**config.mk**
```make
export PLATFORM = sky130hd
export DESIGN_NAME = regfile_dec_flat
export DESIGN_NICKNAME = d
export VERILOG_FILES = /design/src/rtl/regfile_dec_if.sv /design/src/rtl/regfile_dec.sv /design/src/flat_wrapper.sv
export SDC_FILE = /design/constraint.sdc
export NUM_CORES = 2
export LEC_CHECK = 0
export BUFFER_PORTS_ARGS = -buffer_cell sky130_fd_sc_hd__buf_4
export CORE_MARGIN = 2
export CORE_UTILIZATION = 38
export CTS_CLUSTER_DIAMETER = 30
export DETAILED_ROUTE_END_ITERATION = 6
export PLACE_DENSITY = 0.55
export SLEW_MARGIN = 20
export SYNTH_ARGS = -nofsm -noshare
export SYNTH_HDL_FRONTEND = slang
export SYNTH_SLANG_ARGS = --single-unit
```
**constraint.sdc**
```tcl
create_clock -name clk -period 2.85 [get_ports clk]
set_clock_uncertainty 0.05 [all_clocks]
set_input_delay 0 -clock clk [delete_from_list [all_inputs] [get_ports clk]]
set_output_delay 0 -clock clk [all_outputs]
set_load 0.005 [all_outputs]
```
**src/rtl/regfile_dec_if.sv**
```systemverilog
// Register-file port bundle: one write port, two read ports, decoded strobe
// and committed-write counter. The decode stage is the master.
interface regfile_dec_if #(
    parameter int ADDR_W = 5,
    parameter int DATA_W = 32
);
    logic                   we;
    logic [ADDR_W-1:0]      waddr;
    logic [DATA_W-1:0]      wdata;
    logic [ADDR_W-1:0]      raddr1;
    logic [ADDR_W-1:0]      raddr2;
    logic [DATA_W-1:0]      rdata1;
    logic [DATA_W-1:0]      rdata2;
    logic [2**ADDR_W-1:0]   wsel;
    logic [7:0]             wcount;

    modport master (
        output we, waddr, wdata, raddr1, raddr2,
        input  rdata1, rdata2, wsel, wcount
    );

    modport slave (
        input  we, waddr, wdata, raddr1, raddr2,
        output rdata1, rdata2, wsel, wcount
    );
endinterface

```
**src/rtl/regfile_dec.sv**
```systemverilog
// Parametrised register file: one-hot write decoder, one synchronous write
// port, two combinational read ports, optional hardwired r0 and bypass.

// One storage register; loads d on a clock edge when en is high.
module regfile_dec_cell #(
    parameter int                 DATA_W  = 32,
    parameter logic [DATA_W-1:0]  RST_VAL = '0
) (
    input  logic              clk,
    input  logic              rst_n,
    input  logic              en,
    input  logic [DATA_W-1:0] d,
    output logic [DATA_W-1:0] q
);
    // Async reset to RST_VAL, otherwise load on enable.
    always_ff @(posedge clk or negedge rst_n) begin
        if (!rst_n)  q <= RST_VAL;
        else if (en) q <= d;
    end
endmodule

module regfile_dec #(
    parameter int                 ADDR_W   = 5,
    parameter int                 DATA_W   = 32,
    parameter int                 ZERO_REG = 1,
    parameter int                 BYPASS   = 1,
    parameter logic [DATA_W-1:0]  RST_VAL  = '0
) (
    input  logic        clk,
    input  logic        rst_n,
    regfile_dec_if.slave bus
);
    localparam int NREG = 2**ADDR_W;

    logic [NREG-1:0]             wsel;
    logic [NREG-1:0]             commit;
    logic [NREG-1:0][DATA_W-1:0] regs;
    logic [DATA_W-1:0]           rdata1, rdata2;
    logic [7:0]                  wcount;

    genvar i;
    generate
        for (i = 0; i < NREG; i++) begin : g_reg
            // N-to-2^N decode, gated by we; reported unmasked on the port.
            assign wsel[i] = bus.we & (bus.waddr == ADDR_W'(i));

            if (ZERO_REG != 0 && i == 0) begin : g_zero
                // r0 has no storage; its strobe never commits.
                assign commit[i] = 1'b0;
                assign regs[i]   = '0;
            end else begin : g_cell
                assign commit[i] = wsel[i];
                regfile_dec_cell #(.DATA_W(DATA_W), .RST_VAL(RST_VAL)) u_cell (
                    .clk   (clk),
                    .rst_n (rst_n),
                    .en    (commit[i]),
                    .d     (bus.wdata),
                    .q     (regs[i])
                );
            end
        end
    endgenerate

    // Read port 1: storage, then bypass, then the r0 zero rule (highest priority).
    always_comb begin
        rdata1 = regs[bus.raddr1];
        if (BYPASS != 0 && bus.we && bus.waddr == bus.raddr1) rdata1 = bus.wdata;
        if (ZERO_REG != 0 && bus.raddr1 == '0)                rdata1 = '0;
    end

    // Read port 2: same priority as port 1, fully independent.
    always_comb begin
        rdata2 = regs[bus.raddr2];
        if (BYPASS != 0 && bus.we && bus.waddr == bus.raddr2) rdata2 = bus.wdata;
        if (ZERO_REG != 0 && bus.raddr2 == '0)                rdata2 = '0;
    end

    // Count writes that actually land in storage; saturate at 255.
    // Reset holds all cells, so writes during reset are never counted.
    always_ff @(posedge clk or negedge rst_n) begin
        if (!rst_n)                         wcount <= '0;
        else if (|commit && wcount != 8'hFF) wcount <= wcount + 8'd1;
    end

    assign bus.wsel   = wsel;
    assign bus.rdata1 = rdata1;
    assign bus.rdata2 = rdata2;
    assign bus.wcount = wcount;
endmodule

```
**src/flat_wrapper.sv**
```systemverilog
// flat-port wrapper written by rule: the top's interface ports become plain ports
module regfile_dec_flat 
#(
    parameter int                 ADDR_W   = 5,
    parameter int                 DATA_W   = 32,
    parameter int                 ZERO_REG = 1,
    parameter int                 BYPASS   = 1,
    parameter logic [DATA_W-1:0]  RST_VAL  = '0
)
  (clk, rst_n, bus_we, bus_waddr, bus_wdata, bus_raddr1, bus_raddr2, bus_rdata1, bus_rdata2, bus_wsel, bus_wcount);
  regfile_dec_if #(.ADDR_W(ADDR_W), .DATA_W(DATA_W)) bus_i ();
  input  logic clk;
  input  logic rst_n;
  input wire logic [$bits(bus_i.we)-1:0] bus_we;
  input wire logic [$bits(bus_i.waddr)-1:0] bus_waddr;
  input wire logic [$bits(bus_i.wdata)-1:0] bus_wdata;
  input wire logic [$bits(bus_i.raddr1)-1:0] bus_raddr1;
  input wire logic [$bits(bus_i.raddr2)-1:0] bus_raddr2;
  output wire logic [$bits(bus_i.rdata1)-1:0] bus_rdata1;
  output wire logic [$bits(bus_i.rdata2)-1:0] bus_rdata2;
  output wire logic [$bits(bus_i.wsel)-1:0] bus_wsel;
  output wire logic [$bits(bus_i.wcount)-1:0] bus_wcount;
  assign bus_i.we = bus_we;
  assign bus_i.waddr = bus_waddr;
  assign bus_i.wdata = bus_wdata;
  assign bus_i.raddr1 = bus_raddr1;
  assign bus_i.raddr2 = bus_raddr2;
  assign bus_rdata1 = bus_i.rdata1;
  assign bus_rdata2 = bus_i.rdata2;
  assign bus_wsel = bus_i.wsel;
  assign bus_wcount = bus_i.wcount;
  regfile_dec #(.ADDR_W(ADDR_W), .DATA_W(DATA_W), .ZERO_REG(ZERO_REG), .BYPASS(BYPASS), .RST_VAL(RST_VAL)) u_core (.clk(clk), .rst_n(rst_n), .bus(bus_i));
endmodule
```
==> results by stage <==
Run status:
- The flow ran to the end, and the final reports show no timing, DRC or antenna violations.

Logic synthesis:
- The cell taking the most area after synthesis is dfrtp_1.
- The synthesized flop and latch total is 1000.
- The cell count after synthesis is ~3900.
- The number of nets in the synthesized netlist is around 3900.
- Counting flops with a built-in enable in the synthesized netlist gives 0.
- Ranked by instance count, the synthesized netlist is headed by 1095 x mux2_2, 1000 x dfrtp_1, 356 x mux4_2, 189 x clkbuf_1, 170 x buf_2.
- Counting flops with an async set or reset pin after synthesis yields a share of 100.0%.
- Yosys mapped the design onto 53 distinct sky130hd cell types.
- Summing the areas of all fa, ha and maj instances in the mapped netlist gives less than 1% of the synthesized area.
- Summed over its instances, the top area cell type makes up 45.77% of the synthesized netlist area.
- The most used flip-flop cell after synthesis is dfrtp_1.
- The combinational family with the most area after synthesis is multiplexers.
- The synthesized netlist devotes under 10% of its cell area to compound gates.
- The mapped netlist covers between 0.05 and 0.06 mm².
- Dividing the synthesized area by the synthesized cell count gives around 14 µm².
- The proportion of synthesized area in mux cells is just over 40%.
- The cell with the most instances after synthesis is mux2_2.
- After synthesis, flip-flops and latches occupy a little under half of the total area.
- By area the synthesized netlist is led by dfrtp_1 46%, mux2_2 23%, mux4_2 15%.
- During synthesis, Yosys emitted a total of 0 warnings.
- Summing the areas of all xor and xnor instances in the mapped netlist gives 0.2723% of the synthesized area.
- After Yosys synthesis, and, or, nand and nor cells account for under 10% of the synthesized area.

Worst setup path:
- The register-to-register path setup slack is 0.95 ns.
- STA classifies the critical path startpoint as a register.
- In this run the worst path has a maximum fanout of 3.
- The critical path class is reg -> out.
- STA classifies the critical path endpoint as a primary output.
- At the worst endpoint, the arrival time is around 2.7 ns.
- For the worst setup path, the data required time is 2.80 ns.

Layout:
- The share of post-route cells with drive strength above 1 is 54.95%.
- For this run, the post-layout net count is roughly 4200.
- The final cell count without fillers is just over 6000.
- The area added between synthesis and finish is 26.46%.
- The number of inserted filler cells in the final layout is between 10000 and 15000.

Clock tree:
- Clock tree synthesis selected as its root buffer the cell clkbuf_16.
- At the later pin of the worst-skew pair, clock insertion delay measures 0.88 ns.
- The tree built by TritonCTS fans out to 1000 sinks.
- The clock tree from TritonCTS is yes.
- Clock-pin slew was measured on the worst setup and hold paths at ~0.050 ns.
- In this run the deepest clock path goes through 4 buffers.
- The number of H-tree branching levels is 5.
- TritonCTS created 280 clock buffers.

GRT:
- The largest net degree at the start of global routing is 99.
- The global-route usage over all layers is 26.35%.
- Global routing used under 10% of the available met3 tracks.
- The number of antenna violations at the first check in global routing is 4.
- The leftover overflow at the end of global routing is 0.
- met2 is the most crowded layer.
- The first global-routing pass estimated approximately 280 mm of wire.
- The global routing usage on met1 is between 30% and 40%.
- The via count of the first global-routing pass was a little under 40000.
- Global routing used around two fifths of the available met2 tracks.

Timing:
- The number of max-slew violations in the final report is 0.
- For the pin with the worst max-slew slack, the measured transition is approximately 1.0 ns.
- The headroom to the max-slew limit is between 30% and 40%.
- After layout, the worst path uses between 90% and 100% of the clock period.
- The number of failing hold endpoints at the final stage is 0.
- The time the final worst path needs with I/O delays and setup is 2.794 ns.
- The setup violation total in the final timing report is 0.
- Static timing analysis puts the maximum clock frequency at between 300 and 400 MHz.
- Setup repair after global routing left no endpoint under its margin.
- The worst hold slack is between 0.1 and 0.15 ns.

Die:
- After floorplanning, the core was divided into approximately 140 placement rows.
- The floorplan step set the die width to ~380 µm.
- The overall die area is roughly 0.15 mm².
- The region available for standard cell placement spans around 0.14 mm².
- The die height is ~380 µm.
- The top-level port count is roughly 150.
- Once the floorplan was initialized, standard cells occupied approximately two fifths of the core.

Drt:
- The first routing iteration left between 3000 and 4000 violations.
- The routed layout has 38220 vias.
- In the final routed layout, each cell accounts on average for 31.06 µm.
- The detailed-route wire length is 193.6 mm.
- The first-pass detailed-route iteration total is 5.
- The number of vias per cell is 6.132.
- The number of routed nets with antenna violations is 0.
- The final routed DRC violation total is 0.

Placement:
- The number of buffers inserted by port buffering is between 150 and 200.
- The HPWL after detailed placement is between 100 and 150 mm.
- The final estimated routing congestion in global placement is 0.8182.
- In this run, placement finished with an instance count of between 5000 and 6000.

Hold path:
- The worst hold path belongs to the class in -> reg.

Power:
- The switching power as a share of total power is between 20% and 30%.
- The total power per unit cell area is about 870 mW/mm².
- The clock network accounts for 52.7% of the total power.
- The share of total power dissipated in sequential elements is approximately 32%.
- Combinational logic burns between 10% and 20% of the power.
- The peak ir drop on the vdd network is 0.5706 mV.
- Internal power comes to between 40000 and 50000 µW.
- The leakage power of the design is roughly 0.03 µW.
- In this run the power spent charging and discharging nets is roughly 15000 µW.

Job:
- Across the run, the number of max-cap violations was 0.
sequential cells by signal, summed over array words and instances (netlist names):
name	flops
u_core.bus.wcount	8
u_core.g.g_cell.u_cell.q	992
worst paths after layout:
kind	start	to	cells past startpoint
worst min-delay path	bus_wdata[11]	u_core.g_reg[7].g_cell.u_cell.q[11]$_DFFE_PN0P_	3
worst min register to register	u_core.bus.wcount[4]$_DFFE_PN0P_	u_core.bus.wcount[4]$_DFFE_PN0P_	1
worst max register to register	u_core.bus.wcount[2]$_DFFE_PN0P_	u_core.bus.wcount[1]$_DFFE_PN0P_	4
min in group asynchronous	rst_n	u_core.g_reg[5].g_cell.u_cell.q[5]$_DFFE_PN0P_	4
worst max-delay path	u_core.g_reg[13].g_cell.u_cell.q[20]$_DFFE_PN0P_	bus_rdata1[20]	6
max in group asynchronous	rst_n	u_core.g_reg[30].g_cell.u_cell.q[24]$_DFFE_PN0P_	5
power groups by stage:
stage | clock [µW] | sequential [µW] | combinational (µW)
floorplan | 0 | 18600 | 6630
global placement | 0 | 19300 | 8920
detailed placement | 0 | 19300 | 9050
CTS | 32100 | 19200 | 9200
global route | 32900 | 19600 | 9890
finish | 31700 | 19300 | 9220
worst max-delay path: stages (launching register included):
cell      delay [ns]
dfrtp_1         0.38
mux4_2          0.47
mux2_2          0.31
a211oi_1        0.29
o41ai_2         0.16
buf_4           0.16
buf_4           0.12
routing by layer:
metal  up-vias  share of wire (%)  wire, µm
li1      15530                  -         -
met1     20690                 43     83380
met2      1586                 47     90110
met3       420                6.4     12390
met4         2                4.0      7679
met5         -             0.0057        11
cells in the final DEF, fill, tap and decap left out, types with 7 or more instances in the layout:
| cell type | Yosys | routed |
|---|---|---|
| clkbuf_1 | 189 | 36 |
| xnor2_1 | 15 | 15 |
| a211oi_1 | 41 | 36 |
| o2bb2ai_1 | 10 | 10 |
| nand2_2 | 2 | 10 |
| a22o_1 | 31 | 31 |
| dlygate4sd3_1 | 0 | 41 |
| a21oi_2 | 0 | 8 |
| mux4_2 | 356 | 356 |
| nand2b_1 | 12 | 10 |
| o221ai_1 | 16 | 16 |
| nand4_1 | 7 | 7 |
| a221oi_1 | 73 | 72 |
| o41ai_1 | 23 | 9 |
| clkinvlp_4 | 0 | 19 |
| nor2_1 | 53 | 31 |
| a2111oi_0 | 21 | 12 |
| buf_12 | 2 | 73 |
| buf_4 | 55 | 302 |
| dfrtp_1 | 1000 | 1000 |
| inv_1 | 11 | 11 |
| mux2_2 | 1095 | 1095 |
| clkbuf_8 | 0 | 49 |
| clkinv_2 | 0 | 41 |
| o41ai_2 | 0 | 13 |
| nor2b_4 | 0 | 8 |
| mux2i_1 | 169 | 169 |
| o21ai_0 | 47 | 47 |
| nand2_1 | 85 | 74 |
| bufinv_16 | 0 | 37 |
| nor2b_1 | 52 | 41 |
| nor3_1 | 30 | 28 |
| nor2_4 | 0 | 20 |
| a31oi_1 | 16 | 11 |
| a21oi_1 | 71 | 61 |
| mux2_1 | 42 | 42 |
| o22ai_1 | 65 | 65 |
| a22oi_1 | 31 | 31 |
| clkbuf_16 | 0 | 286 |
cell families (layout without fill, tap and decap cells):
group | count (synthesis) | in the layout
mux | 1662 | 1662
flops | 1000 | 1000
buf+inv | 466 | 916
compound gates | 461 | 461
simple gates | 272 | 272
xor+xnor | 17 | 17
fa+ha+maj | 1 | 1
other cells | 0 | 1
final cells by class:
type	instances	area, µm²	area share, %
Multi-Input combinational cell	2413	27870	40.32
Sequential cell	1000	25020	36.19
Clock buffer	371	7966	11.52
Timing Repair Buffer	424	4268	6.173
Tap cell	1903	2381	3.444
Clock inverter	110	1580	2.286
Inverter	11	41.29	0.05972
Antenna cell	1	2.502	0.003619
through the flow:
step	TNS, ns	total power [µW]	setup WS (ns)	util (%)	area (µm²)
2_1_floorplan	0	25200	1.083	-	54670
3_3_place_gp	0	28200	0.2067	41.11	58850
3_5_place_dp	0	28400	0.1472	41.12	58850
4_1_cts	-0.001891	60500	-0.001891	48.19	68970
5_1_grt	0	62390	0.002314	48.30	69140
6_report	0	60200	0.05633	48.30	69140
timing repair:
action / CTS / global route
resized for setup: 28 / 33
hold buffers: 42 / 0
hold endpoints to repair: 2000 / 0
pin swaps: 0 / 5
cloned: 0 / 0
setup endpoints to repair: 21 / 24
setup buffers: 0 / 1
No activity file was read; power rests on OpenSTA's default activity.
